### config.mk
export PLATFORM = sky130hd
export DESIGN_NAME = arm_mc_memory_responder
export DESIGN_NICKNAME = d
export VERILOG_FILES = /design/src/rtl/arm_mc_mem_pkg.sv /design/src/rtl/arm_mc_tx_fifo.sv /design/src/rtl/arm_mc_memory_responder.sv
export SDC_FILE = /design/constraint.sdc
export NUM_CORES = 2
export LEC_CHECK = 0
export BUFFER_PORTS_ARGS = -buffer_cell sky130_fd_sc_hd__buf_2
export CAP_MARGIN = 10
export CORE_ASPECT_RATIO = 0.5
export CORE_MARGIN = 10
export CORE_UTILIZATION = 40
export CTS_BUF_LIST = sky130_fd_sc_hd__clkbuf_16
export DETAILED_ROUTE_END_ITERATION = 8
export PLACE_DENSITY_LB_ADDON = 0.3
export SKIP_CTS_REPAIR_TIMING = 1
export SYNTH_ARGS = -nofsm -noshare
export SYNTH_HDL_FRONTEND = slang
export SYNTH_SLANG_ARGS = --single-unit
### constraint.sdc
create_clock -name i_CLK -period 3.8 [get_ports i_CLK]
set_clock_uncertainty 0.05 [all_clocks]
set_input_delay 0.19 -clock i_CLK [delete_from_list [all_inputs] [get_ports i_CLK]]
set_output_delay 0.19 -clock i_CLK [all_outputs]
set_load 0.02 [all_outputs]
### src/rtl/arm_mc_mem_pkg.sv
`default_nettype none
// ============================================================================
// Module      : arm_mc_mem_pkg
// Description : Shared constants for the multicycle CPU memory responder.
//               These cover the MMIO select bit, the register offsets and the
//               STATUS bit layout.
// Revision    : 1.0 - initial release
// ============================================================================
package arm_mc_mem_pkg;

  // Address bit that steers a bus cycle to MMIO (1) or RAM (0).
  localparam int MMIO_SEL_BIT = 31;

  // MMIO register index, taken from i_Address[3:2].
  typedef enum logic [1:0] {
    REG_TXDATA = 2'd0,
    REG_STATUS = 2'd1,
    REG_CYCLES = 2'd2,
    REG_RSVD   = 2'd3
  } mmio_reg_e;

  // STATUS register layout.
  localparam int STAT_FULL_BIT  = 0;
  localparam int STAT_EMPTY_BIT = 1;
  localparam int STAT_OVF_BIT   = 2;
  localparam int STAT_COUNT_LSB = 3;
  localparam int STAT_COUNT_W   = 5;

endpackage
`default_nettype wire

### src/rtl/arm_mc_tx_fifo.sv
`default_nettype none
// ============================================================================
// Module      : arm_mc_tx_fifo
// Description : Byte FIFO that holds bytes waiting to be transmitted.
//               Full and empty come from an occupancy counter. A push into a
//               full FIFO is accepted when a pop happens on the same edge.
//               Otherwise the byte is dropped and o_OvfSet pulses.
// Ports       : i_CLK, i_RESET      - clock, synchronous active-high reset
//               i_Push, i_PushData  - push request and byte
//               i_Pop               - pop request (ignored when empty)
//               o_Head              - head byte (0 while empty)
//               o_Count             - occupancy
//               o_Full, o_Empty     - occupancy flags
//               o_OvfSet            - a push was dropped this cycle
// Revision    : 1.0 - initial release
// ============================================================================
module arm_mc_tx_fifo #(
  parameter int TxDepth = 4
) (
  input  logic                       i_CLK,
  input  logic                       i_RESET,
  input  logic                       i_Push,
  input  logic [7:0]                 i_PushData,
  input  logic                       i_Pop,
  output logic [7:0]                 o_Head,
  output logic [$clog2(TxDepth):0]   o_Count,
  output logic                       o_Full,
  output logic                       o_Empty,
  output logic                       o_OvfSet
);

  localparam int PtrW = $clog2(TxDepth);
  localparam int CntW = PtrW + 1;

  logic [7:0]      mem_q [TxDepth];
  logic [PtrW-1:0] wr_ptr_q, wr_ptr_d;
  logic [PtrW-1:0] rd_ptr_q, rd_ptr_d;
  logic [CntW-1:0] count_q, count_d;
  logic            w_pop;
  logic            w_push_ok;

  assign o_Empty  = (count_q == '0);
  assign o_Full   = (count_q == CntW'(TxDepth));
  assign o_Count  = count_q;
  // Gate the head so the port reads 0 while nothing is queued. This also
  // covers the cycles after reset, because the storage itself is not reset.
  assign o_Head   = o_Empty ? 8'h00 : mem_q[rd_ptr_q];

  assign w_pop     = i_Pop && !o_Empty;
  // At full, a same-edge pop frees the slot this push needs.
  assign w_push_ok = i_Push && (!o_Full || w_pop);
  assign o_OvfSet  = i_Push && !w_push_ok;

  always_comb begin
    wr_ptr_d = wr_ptr_q;
    rd_ptr_d = rd_ptr_q;
    count_d  = count_q;
    if (w_push_ok) wr_ptr_d = wr_ptr_q + PtrW'(1);
    if (w_pop)     rd_ptr_d = rd_ptr_q + PtrW'(1);
    case ({w_push_ok, w_pop})
      2'b10:   count_d = count_q + CntW'(1);
      2'b01:   count_d = count_q - CntW'(1);
      default: count_d = count_q;
    endcase
  end

  always_ff @(posedge i_CLK) begin
    if (i_RESET) begin
      wr_ptr_q <= '0;
      rd_ptr_q <= '0;
      count_q  <= '0;
    end else begin
      wr_ptr_q <= wr_ptr_d;
      rd_ptr_q <= rd_ptr_d;
      count_q  <= count_d;
    end
  end

  // Storage needs no reset; the occupancy counter decides what is valid.
  always_ff @(posedge i_CLK) begin
    if (!i_RESET && w_push_ok) mem_q[wr_ptr_q] <= i_PushData;
  end

endmodule
`default_nettype wire

### src/rtl/arm_mc_memory_responder.sv
`default_nettype none
// ============================================================================
// Module      : arm_mc_memory_responder
// Description : Bus responder for the multicycle CPU's unified memory port.
//               i_Address[31]=0 selects a word RAM that holds instructions
//               and data. i_Address[31]=1 selects MMIO, made up of:
//                 0x0 TXDATA - write pushes a byte into the TX FIFO, reads 0
//                 0x4 STATUS - {count[7:3], overflow, empty, full};
//                              a write with bit2 set clears overflow
//                 0x8 CYCLES - free-running cycle counter; a write loads it
//                 0xC        - reads 0, writes ignored
//               Reads are combinational. Writes take effect on the clock edge.
// Macro       : ARM_MEM_CYCLE_COUNTER_EN - implements the CYCLES counter.
//               When the macro is undefined, CYCLES reads 0 and writes to it
//               are ignored.
// Ports       : i_CLK, i_RESET                     - clock, sync reset
//               i_MemWrite, i_Address, i_WriteData - CPU bus cycle
//               o_ReadData                         - read data for i_Address
//               o_TxData, o_TxValid, i_TxReady     - TX byte stream
// Revision    : 1.0 - initial release
// ============================================================================
module arm_mc_memory_responder
  import arm_mc_mem_pkg::*;
#(
  parameter int    BusWidth = 32,
  parameter int    MemWords = 64,
  parameter int    TxDepth  = 4,
  parameter string InitFile = ""
) (
  input  logic                i_CLK,
  input  logic                i_RESET,
  input  logic                i_MemWrite,
  input  logic [BusWidth-1:0] i_Address,
  input  logic [BusWidth-1:0] i_WriteData,
  output logic [BusWidth-1:0] o_ReadData,
  output logic [7:0]          o_TxData,
  output logic                o_TxValid,
  input  logic                i_TxReady
);

  localparam int RamAw = $clog2(MemWords);

  logic                    w_is_mmio;
  mmio_reg_e               w_reg_sel;
  logic [RamAw-1:0]        w_ram_idx;
  logic                    w_ram_we;
  logic                    w_tx_push;
  logic                    w_ovf_clr;
  logic [BusWidth-1:0]     w_status;
  logic [BusWidth-1:0]     w_cycles;
  logic                    w_unused;

  logic [BusWidth-1:0]     ram_q [MemWords];
  logic                    ovf_q, ovf_d;

  logic [7:0]              fifo_head;
  logic [$clog2(TxDepth):0] fifo_count;
  logic                    fifo_full;
  logic                    fifo_empty;
  logic                    fifo_ovf_set;

  // Upper and lower address bits alias by design.
  assign w_unused  = ^{i_Address, i_WriteData};

  assign w_is_mmio = i_Address[MMIO_SEL_BIT];
  assign w_reg_sel = mmio_reg_e'(i_Address[3:2]);
  assign w_ram_idx = i_Address[RamAw+1:2];

  assign w_ram_we  = i_MemWrite && !w_is_mmio;
  assign w_tx_push = i_MemWrite && w_is_mmio && (w_reg_sel == REG_TXDATA);
  assign w_ovf_clr = i_MemWrite && w_is_mmio && (w_reg_sel == REG_STATUS)
                     && i_WriteData[STAT_OVF_BIT];

  // -------------------------------------------------------------------------
  // Word RAM (not reset)
  // -------------------------------------------------------------------------
  always_ff @(posedge i_CLK) begin
    if (w_ram_we) ram_q[w_ram_idx] <= i_WriteData;
  end

  // -------------------------------------------------------------------------
  // TX FIFO and sticky overflow
  // -------------------------------------------------------------------------
  arm_mc_tx_fifo #(
    .TxDepth (TxDepth)
  ) u_tx_fifo (
    .i_CLK      (i_CLK),
    .i_RESET    (i_RESET),
    .i_Push     (w_tx_push),
    .i_PushData (i_WriteData[7:0]),
    .i_Pop      (i_TxReady),
    .o_Head     (fifo_head),
    .o_Count    (fifo_count),
    .o_Full     (fifo_full),
    .o_Empty    (fifo_empty),
    .o_OvfSet   (fifo_ovf_set)
  );

  assign o_TxData  = fifo_head;
  assign o_TxValid = !fifo_empty;

  // A drop and a clear cannot share a cycle because each needs its own bus
  // write. Letting set win keeps a drop from ever being lost.
  always_comb begin
    ovf_d = ovf_q;
    if (w_ovf_clr)    ovf_d = 1'b0;
    if (fifo_ovf_set) ovf_d = 1'b1;
  end

  always_ff @(posedge i_CLK) begin
    if (i_RESET) ovf_q <= 1'b0;
    else         ovf_q <= ovf_d;
  end

  always_comb begin
    w_status                                 = '0;
    w_status[STAT_FULL_BIT]                  = fifo_full;
    w_status[STAT_EMPTY_BIT]                 = fifo_empty;
    w_status[STAT_OVF_BIT]                   = ovf_q;
    w_status[STAT_COUNT_LSB +: STAT_COUNT_W] = STAT_COUNT_W'(fifo_count);
  end

  // -------------------------------------------------------------------------
  // Cycle counter
  // -------------------------------------------------------------------------
`ifdef ARM_MEM_CYCLE_COUNTER_EN
  logic                w_cyc_wr;
  logic [BusWidth-1:0] cycles_q, cycles_d;

  assign w_cyc_wr = i_MemWrite && w_is_mmio && (w_reg_sel == REG_CYCLES);

  // A load on the same edge takes priority over the increment.
  always_comb begin
    cycles_d = cycles_q + BusWidth'(1);
    if (w_cyc_wr) cycles_d = i_WriteData;
  end

  always_ff @(posedge i_CLK) begin
    if (i_RESET) cycles_q <= '0;
    else         cycles_q <= cycles_d;
  end

  assign w_cycles = cycles_q;
`else
  assign w_cycles = '0;
`endif

  // -------------------------------------------------------------------------
  // Combinational read mux
  // -------------------------------------------------------------------------
  always_comb begin
    o_ReadData = '0;
    if (!w_is_mmio) begin
      o_ReadData = ram_q[w_ram_idx];
    end else begin
      case (w_reg_sel)
        REG_STATUS: o_ReadData = w_status;
        REG_CYCLES: o_ReadData = w_cycles;
        default:    o_ReadData = '0;
      endcase
    end
  end

endmodule
`default_nettype wire

==> results.ini <==
[worst_setup_path]
worstSetupPathType = register to output port
crit_path_end_kind = output port
reg2reg_to = u_tx_fifo.o_Count[2]
path_max_fanout = 1
reg2regPathDepth = 8
r2r-start = u_tx_fifo.o_Count[1]
critPathArrivalTime_ps = 3250
r2r_slack_ps = 1030
start_kind = register
worstPathRequired_ps = 3560

[sta]
whs_ps = 52.3
post-route-period-util_pct = 91.8
worst_pin_slew_ps = 1270
period_needed_ps = 3490
drv_slew = 0
tns_ps = 0
max_freq_ghz = 0.287
final_hold_viol_count = 0
rsz0062_at_grt = false
setup-violations-final = 0
relSlewSlack_pct = 15.5

[yosys]
synth-edff-count = 2080
avgSynthCellArea_um2 = 23.5
yosysTopAreaCell = edfxtp_1
yosys.area.top_type_share_pct = 78.0
synthesis.instances = 3405
async_flop_share_pct = 0
synthTopCellsByArea = edfxtp_1, mux4_2, mux2i_1, nor2_1, nand2_1
ys_seq_area_share_pct = 78.3
synth_common_cells = edfxtp_1, mux4_2, mux2i_1, nor2_1, nand2_1
synth_cell_types = 56
synthFlopType = edfxtp_1
synth_most_common_cell = edfxtp_1
synth.cell_area_um2 = 80100
postSynthNetCount = 3479
yosys_register_bits = 2090
yosysWarnings = 0

[global_route]
first_global_vias = 38990
overflow = 0
grt_max_degree = 70
grt_first_pass_wirelength_um = 305000
grt_use_total_pct = 19.5
antenna_found_initial = 9

[power]
leakage_uw = 0.0289
irDropWorstVdd_mv = 0.366
totalPowerFinal_uw = 45900
p_per_area_nw_per_um2 = 500

[routing]
avgViaCountPerCell = 5.95
postRouteAntennaNets = 0
drtIter0Drc = 4808
wl_um = 218000
vias = 39006
drc = 0
routedWlPerCell_um = 33.3
first_pass_iters = 5

[worst_hold_path]
worstHoldPathType = input port to register
hold_path_depth = 2
hold_end = ram_q[28][1]
hp-start = i_WriteData[1]

[status]
outcome = finished, final reports clean

[run]
maxCapViolCount = 0

[placed_design]
place_hpwl_um = 128000
io_buffers = 83
place.gp.congestion = 0.812

[layout]
area_delta_synth_final_pct = 14.6
drive_gt1_share_pct = 31.2
antenna_cells = 0
fin_util_pct = 46.4
num-nets-final = 3837

[die]
core_um2 = 198000
num_rows = 115
top_level_ports = 109
start_util_pct = 40.5
die_y_um = 336
die-area_um2 = 220000
die_w_um = 653

[clock_tree]
htree_levels = 4
numCtsBuffers = 187
cts_tree = built
cts_sinks = 2090
cts_max_path_buffers = 3
clk_root_buffer_cell = clkbuf_16
clk_pin_slew_worst_paths_ps = 60
clock_latency_ps = 820

==> flip-flops by register name (all words and copies together) (netlist names), named ones only <==
| signal | flops |
|---|---|
| u_tx_fifo.mem_q | 32 |
| u_tx_fifo.wr_ptr_q | 2 |
| u_tx_fifo.rd_ptr_q | 2 |
| ram_q | 2048 |
| u_tx_fifo.o_Count | 3 |
| ovf_q | 1 |
==> power breakdown <==
part,switching [uW],internal (uW),leakage (uW)
logic,1490,932,0.00705
clock network,8210,9750,0.00303
registers,31.0,25400,0.0188
total,9740,36100,0.0289
==> final cells by class <==
cell class	count	area [um2]
repair buffers	355	3150
clock inverters	154	942
well taps	2632	3290
inverters	8	35.0
fillers	16048	106000
multi-input cells	1121	16900
flip-flops and latches	2090	62700
clock buffers	191	4780
==> routing by layer <==
metal  vias to the layer above  wire length, um  GRT usage, %
met3                       319            19200          4.05
met2                      1934           104000          31.1
met4                         2             6240          5.86
met5                         -               13             0
li1                      15331                -             -
met1                     21420            88900          27.2
==> worst max-delay path by stage <==
stage	to	cells after the start	slack (ps)	from
after floorplan	ram_q[15][0]	8	310	i_Address[4]
after global placement	o_ReadData[3]	11	430	i_Address[2]
after detailed placement	o_ReadData[3]	11	430	i_Address[2]
after CTS	o_ReadData[25]	5	250	ram_q[29][25]
after global routing	o_ReadData[25]	5	270	ram_q[28][25]
final	o_ReadData[25]	5	310	ram_q[29][25]
==> placed cells by master, fill, tap and decap left out, drive strengths merged, types with 31 or more instances in the layout <==
master / count
nand2: 85
clkbuf: 191
nor2: 93
clkinv: 79
buf: 345
inv: 71
o22ai: 31
mux4: 564
edfxtp: 2080
a22oi: 34
mux2i: 119
==> worst max-delay path, stage by stage, from the launching register on <==
cell and delay, ps:
edfxtp_1 360, mux4_2 480, mux4_2 520, a21oi_1 540, o21ai_1 290, buf_2 240
==> logic make-up after synthesis <==
logic type                 Yosys count  share of synthesized area [%]
adders and majority gates            6                          0.103
DFF                               2090                           78.3
xor gates and xnor gates             5                         0.0547
and+or+nand+nor                    261                           1.46
AOI/OAI and AO/OA                  164                           1.48
muxes                              685                           17.4
buffers and inverters              194                           1.25
==> per-stage QoR <==
| stage | area (um2) | instances | worst slack, ps |
|---|---|---|---|
| after detailed placement | 85900 | 6194 | 433 |
| after CTS | 91600 | 6539 | 247 |
| after floorplan | 80100 | 3405 | 314 |
| final | 91700 | 6551 | 312 |
| after global placement | 85900 | 6194 | 434 |
| after global routing | 91700 | 6551 | 267 |
Power figures use the tool's default switching activity.
